[src/rtl/jt1943_busarb_pkg.sv]
`default_nettype none
// ============================================================================
//  Module  : jt1943_busarb_pkg
//  Brief   : Shared types and defaults for the 1943 object-DMA bus arbiter.
//  Revision: 1.0  initial release
// ============================================================================
package jt1943_busarb_pkg;

    // Arbiter states, 2-bit encoding
    typedef enum logic [1:0] {
        ST_IDLE  = 2'd0,
        ST_REQ   = 2'd1,
        ST_GRANT = 2'd2,
        ST_REL   = 2'd3
    } arb_state_t;

    // Clocks to wait for BUSAK before giving up on a request
    localparam logic [11:0] TIMEOUT_DEFAULT = 12'd4095;

    // Object RAM / DMA address width
    localparam int AW_DEFAULT = 13;

endpackage : jt1943_busarb_pkg
`default_nettype wire

[src/rtl/jt1943_busarb.sv]
`default_nettype none
// ============================================================================
//  Module  : jt1943_busarb
//  Brief   : Arbitrates the object RAM between the Z80 and the object DMA
//            engine. Requests the CPU bus through BUSRQ/BUSAK, steers the
//            RAM address, latches DMA read data and generates the OKOUT
//            copy-permit strobe.
//  Revision: 1.0  initial release
// ============================================================================
module jt1943_busarb
    import jt1943_busarb_pkg::*;
#(
    parameter logic [11:0] TIMEOUT = TIMEOUT_DEFAULT,
    parameter int          AW      = AW_DEFAULT
) (
    input  logic          clk,
    input  logic          rst,
    input  logic          cen6,
    input  logic          cpu_cen,
    // object engine side
    input  logic          bus_req,
    output logic          bus_ack,
    input  logic          blcnten,
    input  logic [AW-1:0] obj_AB,
    output logic [7:0]    obj_DB,
    output logic          OKOUT,
    // CPU side
    output logic          cpu_busrq_n,
    input  logic          cpu_busak_n,
    input  logic [AW-1:0] cpu_AB,
    input  logic          ram_cs,
    input  logic          okout_cs,
    input  logic          wr_n,
    // object RAM
    output logic [AW-1:0] ram_addr,
    output logic          ram_we,
    input  logic [7:0]    ram_dout,
    // status
    output logic          req_timeout
);

    arb_state_t  state;
    logic [11:0] wait_cnt;
    logic        dma_rd;
    logic        okout_wr;

    // The DMA owns the RAM address only while granted and its counter is live
    assign dma_rd   = (state == ST_GRANT) && blcnten;
    assign okout_wr = cpu_cen && okout_cs && !wr_n;

    assign ram_addr = dma_rd ? obj_AB : cpu_AB;
    assign ram_we   = ram_cs && !wr_n && cpu_cen && (state != ST_GRANT);

    // Bus handshake FSM; BUSRQ and bus_ack are registered alongside the state
    always_ff @(posedge clk) begin
        if (rst) begin
            state       <= ST_IDLE;
            wait_cnt    <= 12'd0;
            bus_ack     <= 1'b0;
            cpu_busrq_n <= 1'b1;
            req_timeout <= 1'b0;
        end else begin
            case (state)
                ST_IDLE: begin
                    bus_ack <= 1'b0;
                    // a request that never overlaps a cen6 cycle is ignored
                    if (cen6 && bus_req) begin
                        state       <= ST_REQ;
                        wait_cnt    <= 12'd0;
                        cpu_busrq_n <= 1'b0;
                    end
                end
                ST_REQ: begin
                    if (wait_cnt != TIMEOUT) begin
                        wait_cnt <= wait_cnt + 12'd1;
                    end
                    // acknowledge wins over a simultaneous drop of bus_req;
                    // bus_ack follows one clock later from the GRANT branch
                    if (cpu_cen && !cpu_busak_n) begin
                        state <= ST_GRANT;
                    end else if (!bus_req) begin
                        state       <= ST_REL;
                        cpu_busrq_n <= 1'b1;
                    end else if (wait_cnt == TIMEOUT) begin
                        state       <= ST_IDLE;
                        cpu_busrq_n <= 1'b1;
                        req_timeout <= 1'b1;
                    end
                end
                ST_GRANT: begin
                    if (!bus_req) begin
                        state       <= ST_REL;
                        cpu_busrq_n <= 1'b1;
                        bus_ack     <= 1'b0;
                    end else begin
                        bus_ack <= 1'b1;
                    end
                end
                ST_REL: begin
                    bus_ack <= 1'b0;
                    // wait for the CPU to actually take the bus back
                    if (cpu_cen && cpu_busak_n) begin
                        state <= ST_IDLE;
                    end
                end
                default: begin
                    state       <= ST_IDLE;
                    bus_ack     <= 1'b0;
                    cpu_busrq_n <= 1'b1;
                end
            endcase
        end
    end

    // Latch RAM data for the DMA while it drives the address; hold otherwise
    always_ff @(posedge clk) begin
        if (rst) begin
            obj_DB <= 8'h00;
        end else if (dma_rd) begin
            obj_DB <= ram_dout;
        end
    end

    // OKOUT: a CPU write sets it, the next cen6 after the write clears it
    always_ff @(posedge clk) begin
        if (rst) begin
            OKOUT <= 1'b0;
        end else if (okout_wr) begin
            OKOUT <= 1'b1;
        end else if (cen6) begin
            OKOUT <= 1'b0;
        end
    end

endmodule : jt1943_busarb
`default_nettype wire

[config.mk]
export PLATFORM = sky130hd
export DESIGN_NAME = jt1943_busarb
export DESIGN_NICKNAME = d
export VERILOG_FILES = /design/src/rtl/jt1943_busarb_pkg.sv /design/src/rtl/jt1943_busarb.sv
export SDC_FILE = /design/constraint.sdc
export NUM_CORES = 1
export LEC_CHECK = 0
export CAP_MARGIN = 5
export CORE_MARGIN = 4
export CORE_UTILIZATION = 30
export DETAILED_ROUTE_END_ITERATION = 10
export GPL_TIMING_DRIVEN = 0
export PLACE_DENSITY = 0.71
export SETUP_SLACK_MARGIN = 0.15
export SYNTH_ARGS = -nofsm -noshare
export SYNTH_HDL_FRONTEND = slang
export SYNTH_SLANG_ARGS = --single-unit
[constraint.sdc]
create_clock -name clk -period 2.2 [get_ports clk]
set_clock_uncertainty 0.15 [all_clocks]
set_input_delay 0.66 -clock clk [delete_from_list [all_inputs] [get_ports clk]]
set_output_delay 0.66 -clock clk [all_outputs]
set_load 0.02 [all_outputs]
==> impl_metrics.py, run 1 <==
metrics = {
    "run_status": {
        "status": "finished, violations left",
        "violations": "negative setup slack",
    },
    "run": {
        "cap_viol_max_count": 0,
    },
    "pwr": {
        "p_leak_nw": 1.19,
        "power_density_nw_per_um2": 443,
        "power_w": 0.00127,
        "irDropWorstVdd_mv": 0.281,
    },
    "timing": {
        "relSlewSlack": 0.697,
        "final.period_utilization": 1.03,
        "period_minus_slack_ps": 2270,
        "fmax_mhz": 441,
        "final-hold-violation-count": 0,
        "rsz0062_at_grt": "yes",
        "worstMarginPinSlew_ps": 443,
        "holdWs_ps": 307,
        "slew_violations": 0,
        "fin_ws_ps": -68.6,
        "setup_viol": 13,
    },
    "layout": {
        "fin_util": 0.554,
        "drive_gt1_frac": 0.374,
        "nets": 347,
        "areaGrowthSynthToFinish_pct": 77.3,
        "mostFrequentLayoutCell": "nand2_1",
        "final_cell_mix": "nand2_1 (38), clkdlybuf4s50_1 (37), nand2_2 (23)",
        "antenna_cells": 0,
        "fin_cells": 364,
    },
    "clocking": {
        "clk_latency_ps": 280,
        "clock_path_buffers": 2,
        "hold_buffers": 0,
        "cts_made_buffers": 3,
        "h-tree-depth": 1,
        "cts_tree": "yes",
        "cts.clk_slew.worst_paths_ps": 90,
        "clkSinkCount": 26,
        "cts-root-buf": "clkbuf_8",
    },
    "synthesis": {
        "synth-seq-cells": 26,
        "syn_nets": 257,
        "synthCells": 205,
        "synthArstFlopShare": 0,
        "synthDistinctLibCells": 46,
        "synth_top_family_by_area": "simple AND/OR/NAND/NOR gates",
        "synth_compound_area_frac": 0.203,
        "synth_adder_area_share": 0.0619,
        "synthSimpleGateAreaFrac": 0.355,
        "synth_ff_type": "dfxtp_1",
        "yosysWarnings": 0,
        "syn_area_per_cell_um2": 7.89,
        "ys_seq_area_frac": 0.322,
        "synthMuxAreaShare": 0.0186,
        "synth-xor-area-share": 0,
        "netlist_area_um2": 1620,
        "synth-edff-count": 0,
    },
    "floorplanning": {
        "rows": 26,
        "start_util": 0.313,
        "dieArea_um2": 6630,
        "ioPinCount": 70,
        "core_area_um2": 5170,
        "dieWidth_um": 81.4,
        "die-height_um": 81.4,
    },
    "route": {
        "dr_wl_met3_um": 197,
        "routed_wirelength_mm": 5.18,
        "drt-met1-wl_mm": 2.19,
        "dr_wl_met2_mm": 2.62,
        "drc": 0,
        "top_layer_used": "met4",
        "num_vias": 1812,
        "ant_nets": 0,
        "via_per_inst": 4.98,
        "drt_iter0_markers": 81,
        "wire_per_inst_um": 14.2,
        "drtPass1Iterations": 4,
    },
    "critical_path": {
        "cp.required_ps": 1390,
        "cp_slowest_cell": "clkdlybuf4s15_1",
        "r2r_setup_slack_ps": 90,
        "critical_path.top_delay_family": "buffers and inverters",
        "start_kind": "input port",
        "cp.arrival_ps": 1460,
        "cpPeakStageDelay_ps": 210,
        "worstSetupEndpointType": "primary output",
        "path_cells": "clkdlybuf4s15_1, and2_4, buf_8, nand2_1, nand2_2, buf_6",
        "path_class": "input port to primary output",
        "cp_max_fo": 5,
        "crit_buf_inv": 3,
    },
    "grt": {
        "track_usage": 0.148,
        "grt_pass1_vias": 1655,
        "grt_pass1_wl_mm": 7.80,
        "antenna_found_initial": 0,
        "grt_start_max_net_pins": 15,
        "gr-total-overflow": 0,
    },
    "placed_design": {
        "port_buffers": 68,
        "place.gp.congestion": 0.748,
        "placed_cells": 343,
        "dp_hpwl_mm": 3.48,
        "preCtsSetupSlack_ps": -904,
    },
    "worst_hold_path": {
        "hold_path.class": "flip-flop to flip-flop",
    },
}
==> worst register-to-register path, cell delays in order (launching register included) <==
cell and delay, ps:
dfxtp_4 400, clkinvlp_4 170, ha_4 220, and3_4 190, nor4b_4 150, buf_4 150
or4_4 480, a21oi_2 140
==> cell type report <==
type	count	area, um^2
Sequential cell	26	531
Fill cell	484	2300
Clock buffer	4	55.1
Timing Repair Buffer	86	835
Inverter	5	25.0
Tap cell	70	87.6
Buffer	8	87.6
Multi-Input combinational cell	165	1250
==> metal layers <==
metal  up-vias  GRT usage
li1        906          -
met1       850      0.191
met2        42      0.244
met3        14     0.0307
met4         0     0.0524
met5         -          0
==> synthesized netlist by cell type (2+ instances only) <==
library cell,count,area [um^2]
a21oi_1,19,95.1
and3_1,3,18.8
o21ai_1,4,20.0
dfxtp_1,26,521
ha_1,8,100
nand2_1,65,244
clkbuf_1,6,22.5
or2_2,2,12.5
or3_1,3,18.8
inv_1,5,18.8
nor3_1,2,10.0
or4_1,7,52.6
nand3_1,4,20.0
nor2_1,6,22.5
o31ai_1,8,60.1
nand4_1,2,12.5
a31oi_1,2,12.5
mux2i_1,3,30.0
a221oi_2,2,30.0
nand2b_1,2,12.5
==> where the power goes <==
group          internal [W]  leakage [nW]  switching (W)
Sequential         0.000487         0.213      0.0000130
Clock              0.000160        0.0288       0.000158
Combinational      0.000245         0.953       0.000208
Total              0.000892          1.19       0.000379
==> cell families (layout without fill, tap and decap cells) <==
logic type | count (synthesis) | count (layout)
and+or+nand+nor | 111 | 111
AOI/OAI and AO/OA | 43 | 43
adders and majority gates | 8 | 8
muxes | 3 | 3
buffers and inverters | 14 | 103
DFF | 26 | 26
==> flip-flops by register name (all words and copies together), names as in the netlist, named ones only <==
signal	count
state	1
bus_ack	1
req_timeout	1
cpu_busrq_n	1
OKOUT	1
wait_cnt	12
obj_DB	8
==> path summary, 6_finish.rpt <==
| check | startpoint | end | cells past startpoint |
|---|---|---|---|
| worst max-delay path | blcnten | ram_addr[3] | 6 |
| worst max register to register | flip-flop | wait_cnt[9]$_SDFFE_PP0P_ | 7 |
| worst min-delay path | obj_DB[4]$_SDFFE_PP0P_ | obj_DB[4]$_SDFFE_PP0P_ | 2 |
| worst min register to register | obj_DB[4]$_SDFFE_PP0P_ | obj_DB[4]$_SDFFE_PP0P_ | 2 |
==> timing repair <==
action | CTS | global route
resized for setup | 135 | 40
setup buffers | 3 | 12
endpoints found under the hold margin | 0 | 0
setup endpoints to repair | 45 | 34
cloned | 2 | 1
pin swaps | 14 | 15
==> per-stage QoR <==
stage	cell area, um^2	setup TNS (ps)
after floorplan	1670	0
after global placement	2430	-16520
after detailed placement	2430	-17220
after CTS	2630	-555
after global routing	2870	-1230
final	2870	-626
(Power assumes the default switching activity.)
==> run 2, diff against run 1 <==
--- a/config.mk
+++ b/config.mk
@@ -6,11 +6,14 @@
 export NUM_CORES = 1
 export LEC_CHECK = 0
 export CAP_MARGIN = 5
+export CELL_PAD_IN_SITES_DETAIL_PLACEMENT = 0
+export CELL_PAD_IN_SITES_GLOBAL_PLACEMENT = 1
 export CORE_MARGIN = 4
-export CORE_UTILIZATION = 30
+export CORE_UTILIZATION = 29
+export CTS_CLUSTER_SIZE = 8
 export DETAILED_ROUTE_END_ITERATION = 10
 export GPL_TIMING_DRIVEN = 0
-export PLACE_DENSITY = 0.71
+export PLACE_DENSITY = 0.9
 export SETUP_SLACK_MARGIN = 0.15
 export SYNTH_ARGS = -nofsm -noshare
 export SYNTH_HDL_FRONTEND = slang
==> run 2 against run 1 <==
  * The run still ends with negative setup slack left
  * Count of clock-buffer cells in the layout fell by 1
  * Register-to-register slack got worse by 80 ps
  * Maximum frequency rose by 1.6%
==> impl_metrics.py, run 2 (synthesis results as in run 1) <==
metrics = {
    "route": {
        "drc": 0,
        "routed_wirelength_mm": 5.06,
        "num_vias": 1809,
        "drtPass1Iterations": 7,
        "via_per_inst": 4.98,
        "wire_per_inst_um": 13.9,
        "drt_iter0_markers": 46,
        "ant_nets": 0,
    },
    "worst_hold_path": {
        "whs_path_depth": 2,
        "min_to": "obj_DB[0]$_SDFFE_PP0P_",
        "worstHoldStart": "obj_DB[0]$_SDFFE_PP0P_",
        "hold_path.class": "flip-flop to flip-flop",
    },
    "grt": {
        "grt_pass1_vias": 1702,
        "antenna_found_initial": 0,
        "grt_start_max_net_pins": 14,
        "grt_pass1_wl_mm": 7.71,
        "gr-total-overflow": 0,
        "track_usage": 0.144,
    },
    "floorplanning": {
        "die-height_um": 82.7,
        "start_util": 0.307,
        "core_area_um2": 5270,
        "ioPinCount": 70,
        "rows": 26,
        "dieArea_um2": 6840,
        "dieWidth_um": 82.7,
    },
    "pwr": {
        "p_leak_nw": 1.30,
        "netSwitchingFraction": 0.306,
        "clockPowerShare": 0.228,
        "p_int_w": 0.000843,
        "power_w": 0.00121,
        "power_density_nw_per_um2": 426,
        "power_switching_w": 0.000371,
        "irDropWorstVdd_mv": 0.370,
        "combinationalPowerShare": 0.360,
        "p_seq_frac": 0.412,
    },
    "critical_path": {
        "cp.required_ps": 1390,
        "critical_path.top_delay_family": "flip-flops",
        "path_class": "flip-flop to primary output",
        "cpPeakStageDelay_ps": 370,
        "start_kind": "flip-flop",
        "cp.arrival_ps": 1420,
        "worstSetupEndpointType": "primary output",
        "r2r_setup_slack_ps": 10,
        "cp_max_fo": 6,
        "cp_slowest_cell": "dfxtp_4",
        "reg2reg_depth": 8,
        "crit_buf_inv": 3,
        "path_cells": "inv_4, ha_4, and2_4, clkbuf_8, nand2_1, nand2_2, buf_6",
        "worstReg2RegEnd": "wait_cnt[11]$_SDFFE_PP0P_",
    },
    "clocking": {
        "h-tree-depth": 1,
        "cts_tree": "yes",
        "cts_made_buffers": 3,
        "cts-root-buf": "clkbuf_8",
        "clkSinkCount": 26,
        "clk_latency_ps": 280,
        "cts.clk_slew.worst_paths_ps": 100,
        "clock_path_buffers": 2,
    },
    "timing": {
        "relSlewSlack": 0.751,
        "worstMarginPinSlew_ps": 371,
        "slew_violations": 0,
        "period_minus_slack_ps": 2230,
        "rsz0062_at_grt": "yes",
        "fin_ws_ps": -33.3,
        "final-hold-violation-count": 0,
        "setup_viol": 14,
        "final.period_utilization": 1.02,
        "fmax_mhz": 448,
    },
    "layout": {
        "mostFrequentLayoutCell": "nand2_1",
        "areaGrowthSynthToFinish_pct": 76.2,
        "fillers": 481,
        "top_register": "wait_cnt",
        "antenna_cells": 0,
        "drive_gt1_frac": 0.348,
        "nets": 347,
        "final_cell_mix": "nand2_1 (40), clkdlybuf4s50_1 (38), dfxtp_1 (22)",
        "reg_top3": "wait_cnt: 12 flops, obj_DB: 8 flops",
        "largest_reg_flops": 12,
    },
    "placed_design": {
        "dp_hpwl_mm": 3.46,
        "place.gp.congestion": 0.835,
        "port_buffers": 68,
        "preCtsSetupSlack_ps": -938,
    },
    "run_status": {
        "violations": "negative setup slack",
        "status": "finished, violations left",
    },
    "run": {
        "cap_viol_max_count": 0,
    },
}
[run 2: cell types whose count changed in the layout (fill, tap and decap cells not counted), moves of 3 or more]
cell             previous run  this run
buf_8                       4         0
clkdlybuf4s15_1             3         0
dlygate4sd2_1              13         5
dlymetal6s2s_1              1        10
nand2_2                    23        20
[run 2: cell type report]
class	count	area [um^2]	share of cell area
Multi-Input combinational cell	165	1220	0.427
Timing Repair Buffer	86	853	0.299
Sequential cell	26	531	0.186
Buffer	8	95.1	0.0334
Tap cell	70	87.6	0.0307
Clock buffer	3	41.3	0.0145
Inverter	5	25.0	0.00878
[run 2: worst max path at each step]
| stage | start | end | slack [ps] | cells past startpoint |
|---|---|---|---|---|
| finish | state[0]$_SDFFE_PP0P_ | ram_addr[1] | -30 | 7 |
| global route | state[0]$_SDFFE_PP0P_ | ram_addr[6] | -90 | 7 |
| CTS | state[0]$_SDFFE_PP0P_ | ram_addr[11] | -20 | 7 |
| detailed placement | blcnten | ram_addr[11] | -940 | 6 |
| global placement | blcnten | ram_addr[11] | -930 | 6 |
| floorplan | state[0]$_SDFFE_PP0P_ | ram_addr[0] | 180 | 6 |
[run 2: metrics by stage]
stage | area [um^2] | util | cells | hold WS (ps) | TNS [ps]
final | 2850 | 0.541 | 363 | 305 | -390
after global routing | 2850 | 0.541 | 363 | 329 | -1530
after CTS | 2720 | 0.517 | 358 | 310 | -230
after detailed placement | 2430 | 0.462 | 343 | 298 | -18240
after global placement | 2430 | 0.462 | 343 | 292 | -16860
after floorplan | 1670 | - | 205 | 314 | 0
[run 2: what timing repair did]
action	CTS	global route
pin swaps	14	10
buffers inserted	9	6
resized for setup	134	26
cloned	3	0
hold buffers	0	0
endpoints found under the setup margin	35	36
endpoints found under the hold margin	0	0
[run 2: power groups by stage]
stage	logic, W	registers (W)	clock network [W]
2_1_floorplan	0.000185	0.000521	0
3_3_place_gp	0.000348	0.000514	0
3_5_place_dp	0.000352	0.000514	0
4_1_cts	0.000403	0.000499	0.000280
5_1_grt	0.000468	0.000503	0.000294
6_report	0.000437	0.000500	0.000277
[run 2: tightest hold or removal path, cell delays in order (launching register included)]
cell and delay, ps:
dfxtp_1 310, nand2_1 50, a21oi_1 50
[run 2: metal layers]
layer,GRT usage,routed length (um),vias up
met2,0.244,2600,52
li1,-,-,906
met4,0.0572,67,0
met1,0.179,2110,846
met5,0,0,-
met3,0.0271,280,5
==> run 3, diff against run 2 <==
--- a/config.mk
+++ b/config.mk
@@ -8,7 +8,6 @@
 export CAP_MARGIN = 5
 export CELL_PAD_IN_SITES_DETAIL_PLACEMENT = 0
 export CELL_PAD_IN_SITES_GLOBAL_PLACEMENT = 1
-export CORE_MARGIN = 4
 export CORE_UTILIZATION = 29
 export CTS_CLUSTER_SIZE = 8
 export DETAILED_ROUTE_END_ITERATION = 10
==> run 3 against run 2 <==
  * The run still ends with negative setup slack left
  * Via count up 2.9%
  * Non-clock buffer count is 6 higher
  * Clock power increased by 16%
  * Global-route usage increased by 2.3 points
  * Flip-flop and latch count unchanged
  * Wire length grew 3.1%
  * Sequential share of layout area is 0.95 points lower
  * Register-to-register slack is essentially flat
  * Final cell count increased by 2.2%
  * Critical path depth stayed put
  * Critical path type unchanged
  * Largest power group unchanged
==> impl_metrics.py, run 3 (synthesis results as in run 1) <==
metrics = {
    "critical_path": {
        "cp_slowest_cell": "dfxtp_4",
        "path_cells": "inv_4, ha_4, and2_4, clkbuf_16, nand2_4, nand2_2, buf_6",
        "worstReg2RegEnd": "wait_cnt[7]$_SDFFE_PP0P_",
        "start_kind": "flip-flop",
        "r2r_setup_slack_ps": 20,
        "cp.arrival_ps": 1440,
        "cpPeakStageDelay_ps": 370,
        "cp_max_fo": 5,
        "reg2reg_depth": 7,
        "worstSetupEndpointType": "primary output",
        "path_class": "flip-flop to primary output",
        "cp.required_ps": 1390,
    },
    "route": {
        "num_vias": 1861,
        "drtPass1Iterations": 4,
        "via_per_inst": 5.02,
        "drc": 0,
        "wire_per_inst_um": 14.1,
        "drt_iter0_markers": 105,
        "routed_wirelength_mm": 5.22,
        "ant_nets": 0,
    },
    "timing": {
        "setup_viol": 13,
        "period_minus_slack_ps": 2250,
        "fmax_mhz": 445,
        "slew_violations": 0,
        "worstMarginPinSlew_ps": 402,
        "fin_ws_ps": -49.4,
        "relSlewSlack": 0.731,
        "final-hold-violation-count": 0,
        "rsz0062_at_grt": "yes",
        "final.period_utilization": 1.02,
    },
    "worst_hold_path": {
        "hold_path.class": "flip-flop to flip-flop",
        "worstHoldStart": "obj_DB[3]$_SDFFE_PP0P_",
        "min_to": "obj_DB[3]$_SDFFE_PP0P_",
        "whs_path_depth": 2,
    },
    "layout": {
        "final_cell_area_um2": 3000,
        "nets": 354,
        "largest_reg_flops": 12,
        "antenna_cells": 0,
        "areaGrowthSynthToFinish_pct": 85.7,
        "top_register": "wait_cnt",
        "reg_top3": "wait_cnt: 12 flops, obj_DB: 8 flops",
        "final_cell_mix": "nand2_1 (37), clkdlybuf4s50_1 (37), dfxtp_1 (22), nand2_2 (22), buf_4 (20)",
        "drive_gt1_frac": 0.412,
    },
    "grt": {
        "antenna_found_initial": 0,
        "gr-total-overflow": 0,
        "grt_pass1_vias": 1712,
        "track_usage": 0.168,
        "grt_start_max_net_pins": 15,
        "grt_pass1_wl_mm": 8.05,
    },
    "clocking": {
        "clk_latency_ps": 270,
        "cts_made_buffers": 3,
        "h-tree-depth": 1,
        "cts.clk_slew.worst_paths_ps": 90,
        "cts-root-buf": "clkbuf_8",
        "clock_path_buffers": 2,
        "clkSinkCount": 26,
        "cts_tree": "yes",
    },
    "floorplanning": {
        "dieArea_um2": 5880,
        "core_area_um2": 5240,
        "rows": 26,
        "dieWidth_um": 76.7,
        "die-height_um": 76.7,
        "ioPinCount": 70,
        "start_util": 0.309,
    },
    "placed_design": {
        "placed_cell_area_um2": 2430,
        "port_buffers": 68,
        "dp_hpwl_mm": 3.20,
        "preCtsSetupSlack_ps": -940,
        "place.gp.congestion": 0.740,
    },
    "pwr": {
        "irDropWorstVdd_mv": 0.307,
        "combinationalPowerShare": 0.365,
        "clockPowerShare": 0.248,
        "p_seq_frac": 0.387,
        "power_density_nw_per_um2": 430,
        "p_int_w": 0.000902,
        "power_switching_w": 0.000390,
        "netSwitchingFraction": 0.302,
        "p_leak_nw": 1.38,
    },
    "run": {
        "cap_viol_max_count": 0,
    },
    "run_status": {
        "status": "finished, violations left",
        "violations": "negative setup slack",
    },
}
-- run 3: cell types whose count changed in the layout (fill, tap and decap cells not counted), sizes merged --
cell,delta
nor4b,+1
clkdlybuf4s15,+1
dlygate4sd2,-1
buf,+7
clkdlybuf4s50,-1
clkbuf,+1
-- run 3: worst max-delay path by stage --
stage	startpoint	to	slack, ps	cells after the start
floorplan	state[0]$_SDFFE_PP0P_	ram_addr[0]	180	6
global placement	blcnten	ram_addr[2]	-910	6
detailed placement	blcnten	ram_addr[2]	-940	6
CTS	state[0]$_SDFFE_PP0P_	ram_addr[8]	-20	7
global route	state[0]$_SDFFE_PP0P_	ram_addr[3]	-100	7
finish	state[0]$_SDFFE_PP0P_	ram_addr[11]	-50	7
-- run 3: per-stage QoR --
stage	setup TNS [ps]	instances	hold slack (ps)	power, W	util
2_1_floorplan	0	205	314	0.000705	-
3_3_place_gp	-16760	343	292	0.000861	0.465
3_5_place_dp	-17320	343	296	0.000864	0.465
4_1_cts	-157	357	309	0.00122	0.520
5_1_grt	-1160	371	330	0.00136	0.574
6_report	-353	371	304	0.00129	0.574
-- run 3: what timing repair did --
| item | 4_1_cts | 5_1_grt |
|---|---|---|
| pin swaps | 17 | 22 |
| endpoints found under the setup margin | 36 | 43 |
| gates cloned | 4 | 0 |
| resized for setup | 136 | 50 |
| hold buffers | 0 | 0 |
| setup buffers | 6 | 15 |
-- run 3: worst max-delay path: cells and delay by family (launching register included) --
family,cells,cell delay (ps)
DFF,1,370
buffers and inverters,3,330
and+or+nand+nor,3,290
adders and majority gates,1,170
-- run 3: routing by layer --
metal	vias to the layer above	part of all wire	global-route usage
met4	0	0.019	0.0788
met2	44	0.52	0.287
li1	926	-	-
met1	882	0.42	0.203
met5	-	0	0
met3	9	0.035	0.0274
-- run 3: layout make-up --
type	instances	area, um^2
Multi-Input combinational cell	166	1310
Fill cell	467	2230
Timing Repair Buffer	92	906
Inverter	5	25.0
Clock buffer	4	55.1
Buffer	8	95.1
Tap cell	70	87.6
Sequential cell	26	531
-- run 3: power groups by stage --
| stage | Sequential [W] | Combinational [W] | Clock [W] |
|---|---|---|---|
| 2_1_floorplan | 0.000521 | 0.000185 | 0 |
| 3_5_place_dp | 0.000513 | 0.000350 | 0 |
| 3_3_place_gp | 0.000513 | 0.000347 | 0 |
| 6_report | 0.000499 | 0.000472 | 0.000321 |
| 4_1_cts | 0.000499 | 0.000399 | 0.000320 |
| 5_1_grt | 0.000502 | 0.000503 | 0.000356 |
